`src/rtl/hist_eq_pkg.sv`:
```
// Shared constants and FSM state type for the histogram-equalisation LUT generator.
package hist_eq_pkg;

  localparam logic [15:0] CDF_BASE       = 16'd64;
  localparam logic [15:0] CDF_TOTAL_ADDR = 16'd127;
  localparam logic [15:0] CDF_MIN_ADDR   = 16'd128;
  localparam logic [15:0] LUT_BASE       = 16'd200;
  localparam int          LUT_WORDS      = 16;

  localparam int BIN_W = 32;
  localparam int LUT_W = 8;
  localparam int NUM_W = 40;

  typedef enum logic [3:0] {
    IDLE,
    RD_MIN,
    LD_MIN,
    RD_TOT,
    LD_TOT,
    RD_CDF,
    LD_CDF,
    DIV,
    WR,
    FIN
  } state_t;

endpackage

```
`src/rtl/lut_div8.sv`:
```
// Restoring divider producing an 8-bit quotient, one bit per cycle MSB first.
// The load cycle already computes bit 7, so the full quotient is presented on quot_o with valid_o in the 8th cycle.
module lut_div8
  import hist_eq_pkg::*;
(
  input  logic             clk,
  input  logic             reset,
  input  logic             load_i,
  input  logic [NUM_W-1:0] num_i,
  input  logic [BIN_W-1:0] den_i,
  output logic [LUT_W-1:0] quot_o,
  output logic             valid_o
);

  logic [NUM_W-1:0] rem_q, rem_d, remCur, trial;
  logic [BIN_W-1:0] den_q, denCur;
  logic [LUT_W-1:0] quot_q, quotCur;
  logic [2:0]       k_q, kCur;
  logic             run_q, active, qBit;

  always_comb begin
    active  = load_i | run_q;
    remCur  = load_i ? num_i : rem_q;
    denCur  = load_i ? den_i : den_q;
    kCur    = load_i ? 3'd7 : k_q;
    quotCur = load_i ? '0 : quot_q;
    trial   = NUM_W'(denCur) << kCur;
    qBit    = remCur >= trial;
    rem_d   = qBit ? (remCur - trial) : remCur;
    quot_o  = {quotCur[LUT_W-2:0], qBit};
    valid_o = active && (kCur == 3'd0);
  end

  always_ff @(posedge clk or posedge reset) begin
    if (reset) begin
      rem_q  <= '0;
      den_q  <= '0;
      quot_q <= '0;
      k_q    <= '0;
      run_q  <= 1'b0;
    end else if (active) begin
      rem_q  <= rem_d;
      den_q  <= denCur;
      quot_q <= quot_o;
      k_q    <= kCur - 3'd1;
      run_q  <= (kCur != 3'd0);
    end else begin
      run_q  <= 1'b0;
    end
  end

endmodule

```
`src/rtl/hist_eq_lut.sv`:
```
// Builds the 256-entry equalisation LUT from the CDF in scratch memory and writes it back as 16 packed words.
// Every bin spends 8 divider cycles even when den is zero, so a run always takes the same number of cycles.
module hist_eq_lut
  import hist_eq_pkg::*;
(
  input  logic         clk,
  input  logic         reset,
  input  logic         start,
  output logic [15:0]  ReadAddress1,
  input  logic [127:0] ReadBus1,
  output logic         WE,
  output logic [15:0]  WriteAddress,
  output logic [127:0] WriteBus,
  output logic         busy,
  output logic         done
);

  state_t           state_q;
  logic [5:0]       wordIdx_q;
  logic [4:0]       divCnt_q;
  logic [BIN_W-1:0] cdfMin_q, den_q;
  logic [127:0]     cdfWord_q, packed_q, packed_d;

  logic [BIN_W-1:0] binCdf, binDiff;
  logic [NUM_W-1:0] numer;
  logic [LUT_W-1:0] divQuot, lutByte;
  logic [3:0]       bytePos;
  logic [15:0]      nextCdfAddr;
  logic             divLoad, divValid, lastWord;

  // Bin selection, numerator clamp and the den == 0 override feeding the byte packer.
  always_comb begin
    binCdf      = cdfWord_q[BIN_W*divCnt_q[4:3] +: BIN_W];
    binDiff     = binCdf - cdfMin_q;
    numer       = (binCdf >= cdfMin_q) ? (NUM_W'(binDiff) * NUM_W'(255)) : '0;
    divLoad     = (state_q == DIV) && (divCnt_q[2:0] == 3'd0);
    lutByte     = (den_q == '0) ? ((binCdf >= cdfMin_q) ? 8'hFF : 8'h00) : divQuot;
    bytePos     = {wordIdx_q[1:0], divCnt_q[4:3]};
    lastWord    = (wordIdx_q[5:2] == 4'(LUT_WORDS-1));
    nextCdfAddr = CDF_BASE + 16'(wordIdx_q) + 16'd1;
    packed_d    = packed_q;
    if (divValid) packed_d[LUT_W*bytePos +: LUT_W] = lutByte;
  end

  lut_div8 u_div (
    .clk     (clk),
    .reset   (reset),
    .load_i  (divLoad),
    .num_i   (numer),
    .den_i   (den_q),
    .quot_o  (divQuot),
    .valid_o (divValid)
  );

  always_ff @(posedge clk or posedge reset) begin
    if (reset) begin
      state_q      <= IDLE;
      wordIdx_q    <= '0;
      divCnt_q     <= '0;
      cdfMin_q     <= '0;
      den_q        <= '0;
      cdfWord_q    <= '0;
      packed_q     <= '0;
      ReadAddress1 <= '0;
      WE           <= 1'b0;
      WriteAddress <= '0;
      WriteBus     <= '0;
      busy         <= 1'b0;
      done         <= 1'b0;
    end else begin
      packed_q <= packed_d;
      case (state_q)
        IDLE: begin
          done <= 1'b0;
          if (start) begin
            wordIdx_q    <= '0;
            divCnt_q     <= '0;
            ReadAddress1 <= CDF_MIN_ADDR;
            busy         <= 1'b1;
            state_q      <= RD_MIN;
          end
        end
        RD_MIN: state_q <= LD_MIN;
        LD_MIN: begin
          cdfMin_q     <= ReadBus1[BIN_W-1:0];
          ReadAddress1 <= CDF_TOTAL_ADDR;
          state_q      <= RD_TOT;
        end
        RD_TOT: state_q <= LD_TOT;
        LD_TOT: begin
          den_q        <= ReadBus1[127 -: BIN_W] - cdfMin_q;
          ReadAddress1 <= CDF_BASE;
          state_q      <= RD_CDF;
        end
        RD_CDF: state_q <= LD_CDF;
        LD_CDF: begin
          cdfWord_q <= ReadBus1;
          divCnt_q  <= '0;
          state_q   <= DIV;
        end
        DIV: begin
          divCnt_q <= divCnt_q + 5'd1;
          if (divCnt_q == 5'd31) begin
            // Four input words fill one output word; the last byte comes straight from packed_d.
            if (wordIdx_q[1:0] == 2'd3) begin
              WE           <= 1'b1;
              WriteAddress <= LUT_BASE + 16'(wordIdx_q[5:2]);
              WriteBus     <= packed_d;
              state_q      <= WR;
            end else begin
              wordIdx_q    <= wordIdx_q + 6'd1;
              ReadAddress1 <= nextCdfAddr;
              state_q      <= RD_CDF;
            end
          end
        end
        WR: begin
          WE <= 1'b0;
          if (lastWord) begin
            busy    <= 1'b0;
            done    <= 1'b1;
            state_q <= FIN;
          end else begin
            wordIdx_q    <= wordIdx_q + 6'd1;
            ReadAddress1 <= nextCdfAddr;
            state_q      <= RD_CDF;
          end
        end
        FIN: begin
          done    <= 1'b0;
          state_q <= IDLE;
        end
        default: state_q <= IDLE;
      endcase
    end
  end

endmodule

```
`config.mk`:
```
export PLATFORM = sky130hd
export DESIGN_NAME = hist_eq_lut
export DESIGN_NICKNAME = d
export VERILOG_FILES = /design/src/rtl/hist_eq_pkg.sv /design/src/rtl/lut_div8.sv /design/src/rtl/hist_eq_lut.sv
export SDC_FILE = /design/constraint.sdc
export NUM_CORES = 2
export LEC_CHECK = 0
export CAP_MARGIN = 40
export CORE_ASPECT_RATIO = 0.6
export CORE_MARGIN = 3
export CORE_UTILIZATION = 45
export DETAILED_ROUTE_END_ITERATION = 16
export GPL_ROUTABILITY_DRIVEN = 1
export HOLD_SLACK_MARGIN = 0.15
export SKIP_LAST_GASP = 1
export SYNTH_ARGS = -nofsm -noshare
export SYNTH_HDL_FRONTEND = slang
export SYNTH_SLANG_ARGS = --single-unit
export TNS_END_PERCENT = 1
```
`constraint.sdc`:
```
create_clock -name clk -period 29 [get_ports clk]
set_input_delay 7.25 -clock clk [delete_from_list [all_inputs] [get_ports clk]]
set_output_delay 7.25 -clock clk [all_outputs]
set_load 0.02 [all_outputs]
```
# [After elaboration in Yosys (flattened, before gate mapping)]
# Index checks and enable logic that the tools add are counted.
[classes] mul=1 addsub=10 div=0 n_eq_ne=18 n_shift=4 n_bitwise=1 order_cmp=2 muxes=36 reduce_logical=22
[ops] op="$bwmux W128" n=1
[ops] op="$mux W128" n=1
[ops] op="$shift A8 B34 Y128 const A" n=1
[ops] op="$shiftx A128 B8 Y32" n=1
[ops] op="$shiftx A8 B34 Y128" n=1
[ops] op="$mux W40" n=3
[ops] op="$pmux W16 S5" n=1
[ops] op="$mux W16" n=4
[ops] op="$sub A32 B32 Y32" n=2
[ops] op="$ge A40 B40 Y1" n=1
[ops] op="$mul A32 B8 Y40 const B" n=1
[ops] op="$shl A32 B3 Y40" n=1
[ops] op="$sub A40 B40 Y40" n=1
[ops] op="$pmux W4 S9" n=1
[ops] op="$neg A7 Y34" n=1
[ops] op="$ge A32 B32 Y1" n=1
[ops] op="$logic_not A32 Y1" n=1
[ops] op="$mux W32" n=1
[ops] op="$mux W6" n=4
[ops] op="$pmux W6 S3" n=1
[ops] op="$eq A4 B3 Y1 const B" n=4
[ops] op="$mux W4" n=4
[ops] op="$mux W8" n=2
[ops] op="$pmux W5 S3" n=1
[ops] op="other kinds (29)" n=54
[word_totals] memories=0 ff_bits=581 mem_bits_ro=0 ram_bits=0 out_inout_bits=163 latch_bits=0

# [Longest topological paths before layout]
[logic_depth] ltp_word=10 ltp_mapped=46 ltp_nobuf=43

# [Modules after synthesis]
# Synthesis repeated with hierarchy kept, for this count alone.
[hier_totals] cells_unflattened=3686 area_unflattened_um2=36468.7
[by_module_without_submodules] module="hist_eq_lut" cells_per_inst=2858 area_per_inst_um2=29069.1 n_inst=1 seq_area_each_um2=12011.5
[by_module_without_submodules] module="lut_div8" cells_per_inst=828 area_per_inst_um2=7399.6 n_inst=1 seq_area_each_um2=2077.0

# [Least setup slack after synthesis]
# OpenSTA, ideal clock, no wires.
[synth_path] path_type="register -> register" startpoint="reg divCnt_q[3]" endpoint="reg WriteBus[120]" arrival_ps=10365 period_less_slack_ps=10490 path_stages_with_launch=40 slack_ps=18510 required_ps=28875 path_cell_list="dfrtp_1 > buf_1 > buf_1 > mux4_2 > ha_1 > buf_6 > a2111oi_4 > o31ai_1 > a41oi_2 > o21ai_2 > a21oi_1 > o21bai_1 > a2111o_1 > a31o_1 > a21o_1 > xnor2_1 > fa_1 > inv_1 > (+4 left out) > inv_1 > ha_1 > clkbuf_1 > nand3_1 > nor2_1 > nand3_1 > a31oi_1 > xor2_1 > a22o_1 > ha_1 > and3_1 > a2111oi_0 > a21oi_1 > a21oi_1 > o211a_1 > o22ai_2 > mux2_2 > mux2_2"
[synth_between] elab_chain_len=10
[synth_rtl] element="start, declared" line="hist_eq_lut.sv:20" rtl="logic [4:0] divCnt_q;"
[synth_rtl] element="start signal, assigned" line="hist_eq_lut.sv:102" rtl="divCnt_q <= divCnt_q + 5'd1;"
[synth_rtl] element="$shiftx A128 B8 Y32" line="hist_eq_lut.sv:33" rtl="binCdf = cdfWord_q[BIN_W*divCnt_q[4:3] +: BIN_W];"
[synth_rtl] element="$sub A32 B32 Y32" line="hist_eq_lut.sv:34" rtl="binDiff = binCdf - cdfMin_q;"
[synth_rtl] element="$mul A32 B8 Y40" line="hist_eq_lut.sv:35" rtl="numer = (binCdf >= cdfMin_q) ? (NUM_W'(binDiff) * NUM_W'(255)) : '0;"
[synth_rtl] element="$mux W40" line="hist_eq_lut.sv:35"
[synth_rtl] element="$mux W40" line="lut_div8.sv:23" rtl="remCur = load_i ? num_i : rem_q;"
[synth_rtl] element="$ge A40 B40 Y1" line="lut_div8.sv:28" rtl="qBit = remCur >= trial;"
[synth_rtl] element="$mux W8" line="hist_eq_lut.sv:37" rtl="lutByte = (den_q == '0) ? ((binCdf >= cdfMin_q) ? 8'hFF : 8'h00) : divQuot;"
[synth_rtl] element="$shiftx A8 B34 Y128" line="hist_eq_lut.sv:42" rtl="if (divValid) packed_d[LUT_W*bytePos +: LUT_W] = lutByte;"
[synth_rtl] element="$bwmux W128 *" line="hist_eq_lut.sv:42"
[synth_rtl] element="$mux W128 *" line="hist_eq_lut.sv:42"
[synth_rtl] element="named net packed_d[120]" line="hist_eq_lut.sv:22" rtl="logic [127:0] cdfWord_q, packed_q, packed_d;"
[synth_rtl] element="end signal, assigned" line="hist_eq_lut.sv:108" rtl="WriteBus <= packed_d;"
[synth_rtl] element="end, declared" line="hist_eq_lut.sv:13" rtl="output logic [127:0] WriteBus,"
# Mark *: on every way through the listed nets, which the timed path passes. The rest lies on a longest branch.
# A chain may end at the register's enable or synchronous reset.

# [Final worst setup path]
[layout_path] startpoint="reg divCnt_q[3]" endpoint="reg u_div.rem_q[19]"
[layout_between] elab_chain_len=7
[layout_rtl] element="$shiftx A128 B8 Y32 *" line="hist_eq_lut.sv:33"
[layout_rtl] element="$sub A32 B32 Y32" line="hist_eq_lut.sv:34"
[layout_rtl] element="$mul A32 B8 Y40" line="hist_eq_lut.sv:35"
[layout_rtl] element="$mux W40 *" line="hist_eq_lut.sv:35"
[layout_rtl] element="$mux W40 *" line="lut_div8.sv:23"
[layout_rtl] element="$sub A40 B40 Y40 / $ge A40 B40 Y1 (equally long branches)" line="lut_div8.sv:29, lut_div8.sv:28"
[layout_rtl] element="$mux W40 *" line="lut_div8.sv:29" rtl="rem_d = qBit ? (remCur - trial) : remCur;"
[layout_rtl] element="end signal, assigned" line="lut_div8.sv:42" rtl="rem_q <= rem_d;"
[layout_rtl] element="end, declared" line="lut_div8.sv:15" rtl="logic [NUM_W-1:0] rem_q, rem_d, remCur, trial;"
# Every way passes the cells marked *; elsewhere a longest branch is shown, timed or not.

==> results.toml <==
[place]
hpwlAfterDp_um = 77970
port_buffers = 276
gp_congestion = 0.9229
dp.cells = 4770

[layout]
post_layout_nonfiller_instances = 4871
n_antenna_cell = 0
area_delta_synth_final_pct = 16.74
fin_util_pct = 53.40
drive_gt1_share_pct = 14.33
nNetsFinal = 4225

[floorplan]
rows = 79
io_pins = 294
coreArea_um2 = 77990
die_y_um = 224.1
start_util_pct = 45.74
die_area_um2 = 82800
fp.dieW_um = 369.5

[setup_path]
cp_slowest_cell = "xnor2_1"
ff2ff_path_depth = 37
arrival_ps = 12670
cp.required_ps = 29550
rr_endpoint = "u_div.rem_q[19]$_DFFE_PP0N_"
end_kind = "register"
slowest_delay_ps = 670
cp-start-kind = "register"
cp_max_fo = 30
r2r_slack_ps = 16880
path_class = "reg2reg"
r2r-start = "divCnt_q[3]$_DFFE_PP0P_"

[global_route]
grtUsageMet1_pct = 41.96
overflow = 0
met2_usage_pct = 30.10
grt_max_degree = 108
gr-usage-all-layers_pct = 24.23
grt_pass1_vias = 25853
met3_usage_pct = 5.619
grt_pass1_wl_um = 157300
antenna_found_initial = 0
top_usage_layer = "met1"

[clocking]
path_clk_slew_ps = 70
clock-root-buffer = "clkbuf_16"
cts_hold_buf = 0
cts_resized = 0
cts_setup_buffers = 0
clockBufferDepth = 3
clk_latency_ps = 630
htree_levels = 2
cts_inserted_buffers = 55
clock-sinks = 563
cts_tree = "done"

[drt]
via_per_inst = 5.484
ant_nets = 0
drc = 0
finalWirelength_um = 100600
firstDrtPassIters = 5
drt_iter0_drc = 2448
num_vias = 26712
wl_per_cell_um = 20.65

[outcome]
status = "finished, final reports clean"

[worst_hold_path]
min_to = "WriteBus[30]$_DFFE_PP0P_"
hp-class = "reg2reg"
hold_path.startpoint = "WriteBus[30]$_DFFE_PP0P_"
whs_path_depth = 2

[logic_synthesis]
syn_area_um2 = 35670
yosysWarnings = 0
synth_cells = 3527
ys.flop_type = "dfrtp_1"
ys_seq_elements = 563
ys_async_sr_fraction_pct = 100.0
synth_edf_count = 0
synth_seq_area_share_pct = 39.49
syn-mean-instance-area_um2 = 10.11
yosysUniqueCellTypes = 84

[job]
max_cap_violations = 0

[sta]
clock_skew_ps = 22.77
max_freq_mhz = 82.51
grt_setup_unrepaired = "false"
hold_viol_final = 0
final_max_slew_viol_count = 0
setup_violations = 0
period_minus_slack_ps = 12120
tightest_slew_ps = 928.6
fin_tns_setup_ps = 0
period_share_pct = 41.79
maxSlewHeadroom_pct = 37.75
cell families after synthesis:
kind of cell / synth area share (%)
AND/OR/NAND/NOR: 10.70
AO/OA/AOI/OAI: 12.61
flip-flops: 39.49
buffers and inverters: 5.429
multiplexers: 13.97
adder cells (fa/ha/maj): 14.11
XOR/XNOR: 3.672
other: 0.01051
critical path, delay by kind of cell (launching register included):
| family | cells | cell delay, ps |
|---|---|---|
| DFF | 1 | 620 |
| buffers and inverters | 5 | 1210 |
| adders and majority gates | 7 | 3230 |
| AOI/OAI and AO/OA | 16 | 3990 |
| muxes | 1 | 630 |
| xor gates and xnor gates | 2 | 850 |
| and+or+nand+nor | 6 | 1440 |
registers in the layout, summed over array words and instances, names as in the netlist:
name	count
u_div.run_q	1
ReadAddress1	8
busy	1
done	1
WriteAddress	6
u_div.den_q	32
u_div.quot_q	7
divCnt_q	5
WriteBus	128
state_q	4
wordIdx_q	6
packed_q	128
den_q	32
u_div.rem_q	40
cdfMin_q	32
u_div.k_q	3
WE	1
cdfWord_q	128
metal layers:
layer / up-vias / wire (um)
li1: 12658 / -
met1: 13178 / 54780
met2: 809 / 37090
met3: 67 / 7734
met4: 0 / 967
met5: - / 0
synth_stat cells, types with 34 or more instances:
library cell | number | area (um^2)
clkbuf_1 | 109 | 409.1
mux2i_1 | 69 | 690.7
a21o_1 | 74 | 555.5
nor2_1 | 160 | 600.6
fa_1 | 135 | 2703
dfrtp_1 | 563 | 14090
xnor2_1 | 91 | 797.0
ha_1 | 184 | 2302
nor3_1 | 34 | 170.2
xor2_1 | 56 | 490.5
o21ai_0 | 152 | 760.7
mux2_2 | 316 | 3558
a31oi_1 | 50 | 312.8
o21ai_1 | 34 | 170.2
nand3_1 | 48 | 240.2
a21oi_1 | 215 | 1076
nand2_1 | 471 | 1768
inv_1 | 330 | 1239
area by class of cell:
class / instances / area [um^2]
Fill cell: 7051 / 36340
Multi-Input combinational cell: 2492 / 19760
Sequential cell: 563 / 14090
Timing Repair Buffer: 332 / 3322
Clock buffer: 70 / 1535
Tap cell: 1053 / 1318
Inverter: 331 / 1250
Clock inverter: 30 / 372.9
worst max-delay path by stage:
stage,startpoint,endpoint,slack [ps]
CTS,divCnt_q[3]$_DFFE_PP0P_,u_div.rem_q[19]$_DFFE_PP0N_,16910
global placement,reset,WriteBus[85]$_DFFE_PP0P_,16300
global route,divCnt_q[3]$_DFFE_PP0P_,u_div.rem_q[33]$_DFFE_PP0N_,15730
detailed placement,divCnt_q[3]$_DFFE_PP0P_,u_div.rem_q[15]$_DFFE_PP0N_,16920
floorplan,reset,ReadAddress1[0]$_DFFE_PP0P_,6000
finish,divCnt_q[3]$_DFFE_PP0P_,u_div.rem_q[19]$_DFFE_PP0N_,16880
placed cells by master, fill, tap and decap left out, drive strengths merged, types with 91 or more instances in the layout:
master,Yosys,routed
nand2,471,471
mux2,317,317
clkdlybuf4s50,0,276
o21ai,188,188
ha,184,184
inv,330,332
fa,135,135
xnor2,91,91
nor2,165,165
a21oi,215,215
dfrtp,563,563
stage by stage:
stage | setup slack [ps] | hold slack, ps | cell area, um^2
final | 16880 | 475.5 | 41640
after global routing | 15730 | 506.6 | 41640
after CTS | 16910 | 482.5 | 41640
after detailed placement | 16920 | 461.5 | 39730
after global placement | 16300 | 456.8 | 39410
after floorplan | 6004 | 440.1 | 35730
Power is left out: the tool's default activity adds up to more than one toggle a clock period on the data nets, which glitch-free logic cannot reach.
